==> config.mk <==
export PLATFORM = sky130hd
export DESIGN_NAME = pwm_capture
export DESIGN_NICKNAME = d
export VERILOG_FILES = /design/src/rtl/pwm_capture.sv
export SDC_FILE = /design/constraint.sdc
export NUM_CORES = 1
export LEC_CHECK = 0
export CAP_MARGIN = 20
export CORE_ASPECT_RATIO = 0.5
export CORE_MARGIN = 2
export CORE_UTILIZATION = 50
export CTS_CLUSTER_DIAMETER = 120
export DETAILED_ROUTE_END_ITERATION = 16
export PLACE_DENSITY_LB_ADDON = 0.08
export SLEW_MARGIN = 20
export SYNTH_ARGS = -nofsm -noshare
export SYNTH_HDL_FRONTEND = slang
export SYNTH_SLANG_ARGS = --single-unit
==> constraint.sdc <==
create_clock -name clk -period 5.2 [get_ports clk]
set_input_delay 0.52 -clock clk [delete_from_list [all_inputs] [get_ports clk]]
set_output_delay 0.52 -clock clk [all_outputs]
set_load 0.005 [all_outputs]
==> src/rtl/pwm_capture.sv <==
// rtl/pwm_capture.sv - PWM period/high-time capture with stall detect; PWM_CAPTURE_DUTY_DIV_EN adds a duty-in-tenths divider
module pwm_capture #(
  parameter int CNT_W   = 16,
  parameter int TIMEOUT = 1000
) (
  input  logic             clk,
  input  logic             rst_n,
  input  logic             ena,
  input  logic             pwm_in,
  output logic [CNT_W-1:0] period_cnt,
  output logic [CNT_W-1:0] high_cnt,
  output logic             meas_valid,
  output logic             stuck_hi,
  output logic             stuck_lo,
  output logic [3:0]       duty_tenths,
  output logic             duty_valid
);

  typedef enum logic [1:0] {ARM, MEAS, STALL} state_t;

  localparam logic [CNT_W-1:0] TO_VAL = CNT_W'(TIMEOUT);

  logic             s1_q, pwm_s_q, pwm_d_q;
  logic             rise;
  state_t           state_q, state_d;
  logic [CNT_W-1:0] per_acc_q, per_acc_d;
  logic [CNT_W-1:0] hi_acc_q, hi_acc_d;
  logic [CNT_W-1:0] period_q, period_d;
  logic [CNT_W-1:0] high_q, high_d;
  logic             meas_valid_q, meas_valid_d;
  logic             stuck_hi_q, stuck_hi_d;
  logic             stuck_lo_q, stuck_lo_d;

  assign rise = pwm_s_q & ~pwm_d_q;

  // Two-flop synchroniser on the raw pin plus one delay flop for edge detection
  always_ff @(posedge clk) begin
    if (!rst_n) begin
      s1_q    <= 1'b0;
      pwm_s_q <= 1'b0;
      pwm_d_q <= 1'b0;
    end else begin
      s1_q    <= pwm_in;
      pwm_s_q <= s1_q;
      pwm_d_q <= pwm_s_q;
    end
  end

  // Next-state, accumulators and result capture; a rise beats the timeout compare
  always_comb begin
    state_d      = state_q;
    per_acc_d    = per_acc_q;
    hi_acc_d     = hi_acc_q;
    period_d     = period_q;
    high_d       = high_q;
    meas_valid_d = 1'b0;
    if (!ena) begin
      state_d   = ARM;
      per_acc_d = '0;
      hi_acc_d  = '0;
    end else begin
      case (state_q)
        ARM: begin
          if (rise) begin
            state_d   = MEAS;
            per_acc_d = CNT_W'(1);
            hi_acc_d  = CNT_W'(1);
          end
        end
        MEAS: begin
          if (rise) begin
            period_d     = per_acc_q;
            high_d       = hi_acc_q;
            meas_valid_d = 1'b1;
            per_acc_d    = CNT_W'(1);
            hi_acc_d     = CNT_W'(1);
          end else if (per_acc_q == TO_VAL) begin
            state_d   = STALL;
            period_d  = '0;
            high_d    = '0;
            per_acc_d = '0;
            hi_acc_d  = '0;
          end else begin
            per_acc_d = per_acc_q + CNT_W'(1);
            hi_acc_d  = hi_acc_q + CNT_W'(pwm_s_q);
          end
        end
        STALL: begin
          if (rise) begin
            state_d   = MEAS;
            per_acc_d = CNT_W'(1);
            hi_acc_d  = CNT_W'(1);
          end
        end
        default: state_d = ARM;
      endcase
    end
    stuck_hi_d = (state_d == STALL) &  pwm_s_q;
    stuck_lo_d = (state_d == STALL) & ~pwm_s_q;
  end

  // Measurement state and registered outputs
  always_ff @(posedge clk) begin
    if (!rst_n) begin
      state_q      <= ARM;
      per_acc_q    <= '0;
      hi_acc_q     <= '0;
      period_q     <= '0;
      high_q       <= '0;
      meas_valid_q <= 1'b0;
      stuck_hi_q   <= 1'b0;
      stuck_lo_q   <= 1'b0;
    end else begin
      state_q      <= state_d;
      per_acc_q    <= per_acc_d;
      hi_acc_q     <= hi_acc_d;
      period_q     <= period_d;
      high_q       <= high_d;
      meas_valid_q <= meas_valid_d;
      stuck_hi_q   <= stuck_hi_d;
      stuck_lo_q   <= stuck_lo_d;
    end
  end

  assign period_cnt = period_q;
  assign high_cnt   = high_q;
  assign meas_valid = meas_valid_q;
  assign stuck_hi   = stuck_hi_q;
  assign stuck_lo   = stuck_lo_q;

`ifdef PWM_CAPTURE_DUTY_DIV_EN
  localparam int DIV_N = CNT_W + 4;
  localparam int DCW   = $clog2(DIV_N + 1);

  logic             div_start, div_abort, div_ge;
  logic [DIV_N-1:0] div_num;
  logic [CNT_W:0]   rem_shift;
  logic             busy_q, busy_d;
  logic [DCW-1:0]   cnt_q, cnt_d;
  logic [CNT_W-1:0] rem_q, rem_d;
  logic [DIV_N-1:0] quo_q, quo_d;
  logic [CNT_W-1:0] den_q, den_d;
  logic [3:0]       duty_q, duty_d;
  logic             duty_valid_q, duty_valid_d;

  // Divider is loaded from the same values being captured, so it starts with meas_valid
  assign div_start = meas_valid_d;
  assign div_abort = !ena || ((state_q != STALL) && (state_d == STALL));
  assign div_num   = ({4'b0, hi_acc_q} << 3) + ({4'b0, hi_acc_q} << 1);
  assign rem_shift = {rem_q, quo_q[DIV_N-1]};
  assign div_ge    = rem_shift >= {1'b0, den_q};

  // Restoring division, one quotient bit per cycle; a new start discards any run in flight
  always_comb begin
    busy_d       = busy_q;
    cnt_d        = cnt_q;
    rem_d        = rem_q;
    quo_d        = quo_q;
    den_d        = den_q;
    duty_d       = duty_q;
    duty_valid_d = 1'b0;
    if (div_abort) begin
      busy_d = 1'b0;
      duty_d = '0;
    end else if (div_start) begin
      busy_d = 1'b1;
      cnt_d  = DCW'(DIV_N);
      rem_d  = '0;
      quo_d  = div_num;
      den_d  = per_acc_q;
    end else if (busy_q) begin
      rem_d = div_ge ? CNT_W'(rem_shift - {1'b0, den_q}) : rem_shift[CNT_W-1:0];
      quo_d = {quo_q[DIV_N-2:0], div_ge};
      cnt_d = cnt_q - DCW'(1);
      if (cnt_q == DCW'(1)) begin
        busy_d       = 1'b0;
        duty_d       = quo_d[3:0];
        duty_valid_d = 1'b1;
      end
    end
  end

  // Divider registers
  always_ff @(posedge clk) begin
    if (!rst_n) begin
      busy_q       <= 1'b0;
      cnt_q        <= '0;
      rem_q        <= '0;
      quo_q        <= '0;
      den_q        <= '0;
      duty_q       <= '0;
      duty_valid_q <= 1'b0;
    end else begin
      busy_q       <= busy_d;
      cnt_q        <= cnt_d;
      rem_q        <= rem_d;
      quo_q        <= quo_d;
      den_q        <= den_d;
      duty_q       <= duty_d;
      duty_valid_q <= duty_valid_d;
    end
  end

  assign duty_tenths = duty_q;
  assign duty_valid  = duty_valid_q;
`else
  assign duty_tenths = 4'd0;
  assign duty_valid  = 1'b0;
`endif

endmodule

* Word-level counts from Yosys, hierarchy flattened *
Cells that the tools add are included.

cells by class
  eq/ne operators = 5
  mux-type cells = 16
  reduce and logical (&&, ||, !) cells = 8
  add/subtract/negate cells = 2
  bitwise operators = 5

operators with widths
  operator                                                                  count
  16-bit two-way mux                                                        8
  16-bit one-hot mux with 2 select lines                                    2
  16-bit by 1-bit adder with 16-bit output                                  1
  16-bit by 1-bit adder with 16-bit output (second input constant)          1
  16-bit by 10-bit == test with 1-bit output (second input constant)        1
  2-bit two-way mux                                                         4
  3-bit AND reduction                                                       2
  2-bit == test (second input constant)                                     2
  2-bit one-hot mux with 2 select lines                                     1
  2-bit AND reduction                                                       2
  2-bit nonzero test                                                        2
  1-bit AND                                                                 3
  2-bit by 1-bit == test with 1-bit output (second input constant)          1
  2-bit logical NOT                                                         1
  2-bit by 1-bit inequality test with 1-bit output (second input constant)  1
  1-bit inverter                                                            2
  2-bit OR reduction                                                        1
  1-bit two-way mux                                                         1

word-level totals
  output and inout bits = 40
  register bits = 72
  logic and storage cells = 47

* Depth between registers and ports, before layout *
  depth in word-level cells = 7
  gate-level depth with buffers = 7
  mapped depth without buffers = 7

* Least setup slack after synthesis *
No wires, ideal clock.

  path kind = register to register
  start point = register per_acc_q[0]
  end point = register period_q[5] (netlist: period_cnt[5])
  cell stages (with the launch flop) = 8
  setup slack = 3.064 ns
  arrival time = 2.019 ns
  period minus slack after synthesis = 2.136 ns
  setup time = 0.117 ns
  cell sequence = dfxtp_1 -> inv_1 -> ha_1 -> or4b_4 -> o41ai_4 -> a31oi_4 -> buf_6 -> a22o_1

between the ends
  word-level cells in the longest chain between the ends = 3

RTL lines
  item                                        RTL line  source
  start, declared                             26        logic [CNT_W-1:0] per_acc_q, per_acc_d;
  start signal, assigned                      115       per_acc_q <= per_acc_d;
  16-bit by 10-bit == test with 1-bit output  77        end else if (per_acc_q == TO_VAL) begin
  2-bit nonzero test (no source line)         n/a
  3-bit AND reduction (no source line)        n/a
  end signal, assigned                        117       period_q <= period_d;
  end, declared                               28        logic [CNT_W-1:0] period_q, period_d;

No other way between the ends.
A chain may end at the register's enable or synchronous reset.

* Final worst setup path *
  start point = register per_acc_q[0]
  end point = register period_q[1] (netlist: period_cnt[1])

Same word-level chain as after synthesis.

==> run_results.csv <==
group,metric,value,unit
logic_synthesis,main_combinational_cell_family_by_area_after_synthesis,"simple AND/OR/NAND/NOR gates",
detailed_routing,wl_per_cell,16.2,um
detailed_routing,drc_violation_total_after_the_first_tritonroute_iteration,112,
worst_setup_path,critPathCaptureType,"flip-flop",
grt,vias_in_the_first_global_route,2219,
detailed_routing,route.vias.total,2425,
placement,gp_routability_congestion,0.844,
worst_setup_path,worstPathBufferInverterCount,1,
logic_synthesis,synthDominantCellAreaShare,48.9,%
cells_and_area,share_of_final_layout_standard_cells_stronger_than_drive_strength_1,6.96,%
worst_setup_path,critical-path-top-delay-family,"compound AO/OA/AOI/OAI gates",
worst_setup_path,path_class,"flip-flop to flip-flop",
worst_setup_path,critical_path.slowest_cell,"o41ai_4",
placement,post_dp_cell_area,0.00334,sq mm
sta,finalHoldWorstSlack,0.431,ns
logic_synthesis,yosys.cell_count.top_type,"dfxtp_1",
sta,grt_setup_unrepaired,"no",
worst_setup_path,critPathMaxFanout,32,
logic_synthesis,avgSynthCellArea,9.67,sq um
cts,worst_skew_pair.late_latency,0.33,ns
sta,timing.final.hold_violations,0,
grt,grt_pass1_wl,10900,um
grt,grt_start_max_net_pins,33,
sta,report.final.slew_viol_count,0,
outcome,run_status,"complete, no violations",
grt,met1_usage,29.5,%
logic_synthesis,postSynth.topFlopCell,"dfxtp_1",
cts,root_buffer,"clkbuf_16",
cts,clkTransAtPathRegs,0.05,ns
logic_synthesis,cell_types_occupying_the_most_area_after_synthesis,"dfxtp_1 (49%), a22o_1 (9.8%), xor2_1 (4.5%)",
cts,postCtsHoldBufs,0,
cells_and_area,final_net_count,348,
sta,layout_min_cycle_time,2.66,ns
logic_synthesis,yosys.cell_types.count,42,
worst_setup_path,timing.critical_path.required,5.42,ns
detailed_routing,drt_pass1_iterations,4,
floorplan,core,0.00559,sq mm
sta,fin_setup_tns,0,ns
logic_synthesis,biggest_area_consumer_among_synthesized_cells,"dfxtp_1",
worst_setup_path,critical_path_cell_count,6,
sta,fin_worst_skew,0.00702,ns
min_path,min-delay-path-class,"flip-flop to flip-flop",
logic_synthesis,synth.top_cells.by_count,"dfxtp_1 (72), a22o_1 (33), nor2_1 (27)",
grt,globalRouteOverflowTotal,0,
placement,place.port_buffers,38,
cells_and_area,cell_area_after_layout,0.00363,sq mm
logic_synthesis,synth-seq-area-share,48.9,%
logic_synthesis,post_synth_mux_area_share,0.382,%
cts,postCtsSetupBuffers,0,
min_path,min_delay_path_depth,1,
cts,post_cts.resized_instances,0,
cts,cts_made_buffers,9,
grt,grt_antenna_before_repair,0,
logic_synthesis,postSynth.asyncResetShare,0,%
detailed_routing,ant_nets,0,
floorplan,floorplan.io_pins,44,
floorplan,die_height,58.3,um
logic_synthesis,synth.ff_latch_count,72,
cts,ctsLongestPathBuffers,2,
sta,final_min_period_over_clock_period,51.2,%
floorplan,cell_row_count,19,
logic_synthesis,share_of_the_synthesized_area_in_compound_gates_ao_oa_aoi_oai,18.0,%
detailed_routing,avgViaCountPerCell,5.80,
worst_setup_path,critical_path.cell_chain,"inv_1 -> ha_1 -> or4b_4 -> o41ai_4 -> a31oi_4 -> a22o_1",
grt,met3_usage,8.75,%
run,max-cap-violations,0,
placement,place_hpwl,4610,um
power_and_ir_drop,total_leakage_power,1.31,nW
worst_setup_path,worst_setup_path_start_kind,"flip-flop",
worst_setup_path,crit_path_max_incr_delay,0.56,ns
logic_synthesis,synth-warning-count,0,
logic_synthesis,synth_fa_ha_area_share,1.70,%
placement,dpl.cell_count,402,
cells_and_area,n_antenna_cell,0,
grt,grt_use_total,21.8,%
grt,grt.met2_usage,31.7,%
grt,globalRoute.busiestLayer,"met2",
floorplan,floorplan.die.width,113,um
power_and_ir_drop,powerDensity,331,mW/mm^2
sta,tightest_slew,0.928,ns
cts,tritoncts,"built",
cts,htree_levels,3,
sta,clock.fmax,376,MHz
cells_and_area,areaGrowthSynthToFinish,23.2,%
detailed_routing,routed_wirelength,6770,um
sta,setup_viol_count_final,0,
power_and_ir_drop,peakVddDrop,0.285,mV
logic_synthesis,syn_inst,305,
detailed_routing,remaining_drc_errors,0,
sta,relSlewSlack,38.1,%
logic_synthesis,yosys.area_share.xor_xnor,5.05,%
cells_and_area,layoutNonFillerInstCount,418,
logic_synthesis,synthesis.area,0.00295,sq mm
floorplan,design.die.area,0.00657,sq mm
worst_setup_path,cp_data_arrival_time,2.88,ns
worst_setup_path,worst_reg_to_reg_path_cell_count,6,
logic_synthesis,synth-simple-area-share,21.2,%
cells_and_area,fillerInstances,465,
floorplan,initial_core_util,52.8,%
cts,cts_sinks,72,
logic_synthesis,synth_enable_flop_cells,0,
[cells in the final DEF, fill, tap and decap left out, drive strengths merged, types with 2 or more instances in the layout]
master	count
nor4b	2
o21ai	6
xnor2	2
conb	5
a211oi	6
and3	5
nand3	25
nor2b	3
nand2b	2
nand4	10
nand2	21
inv	4
clkdlybuf4s50	38
nand3b	2
dfxtp	72
xor2	15
clkinv	3
nor3	7
or3	4
nor4	2
or4b	2
a21oi	9
a31oi	5
and2	5
a22o	33
ha	4
a41oi	2
clkbuf	11
nor2	27
a21o	2
buf	2
[per-stage QoR]
step / setup WS, ns / util (%) / total power [mW]
floorplan: 3.06 / - / 0.594
global placement: 2.57 / 59.7 / 0.600
detailed placement: 2.45 / 59.7 / 0.600
CTS: 2.57 / 65.1 / 1.21
global route: 2.40 / 65.1 / 1.24
finish: 2.54 / 65.1 / 1.20
[layout make-up]
class	instances	area [sq um]	share of cell area, %
clock buffers	11	243	6.68
clock inverters	5	56.3	1.55
inverters	4	15.0	0.413
multi-input cells	213	1390	38.3
flip-flops and latches	72	1440	39.7
well taps	73	91.3	2.51
repair buffers	40	395	10.9
[flip-flops by register name, summed over array words and instances (netlist names), 2 cells and up]
signal / count
hi_acc_q: 16
per_acc_q: 16
period_cnt: 16
state_q: 2
high_cnt: 16
[cell families after synthesis]
kind of cell,after synthesis
and+or+nand+nor,120
DFF,72
AOI/OAI and AO/OA,66
buffers and inverters,24
xor gates and xnor gates,17
adders and majority gates,4
other,1
muxes,1
[metal layers]
metal | wire length [um] | part of all wire (%)
met1 | 3190 | 47
met2 | 3000 | 44
met3 | 512 | 7.6
met4 | 59 | 0.87
met5 | 0 | 0
[path summary, 6_finish.rpt]
path	from	to	slack [ns]
hold reg to reg	s1_q	pwm_s_q	0.43
hold / removal	s1_q	pwm_s_q	0.43
setup / recovery	per_acc_q[0]	period_cnt[1]	2.54
setup reg to reg	per_acc_q[0]	period_cnt[1]	2.54
[worst reg2reg max path, cell delays in order (launching register included)]
cell and delay (ns):
dfxtp_1 0.39, inv_1 0.09, ha_1 0.18, or4b_4 0.50
o41ai_4 0.56, a31oi_4 0.46, a22o_1 0.38
[power by group]
| group | internal [mW] | switching [mW] |
|---|---|---|
| combinational | 0.00923 | 0.0247 |
| clock | 0.383 | 0.229 |
| sequential | 0.553 | 0.00178 |
(Power assumes the default switching activity.)
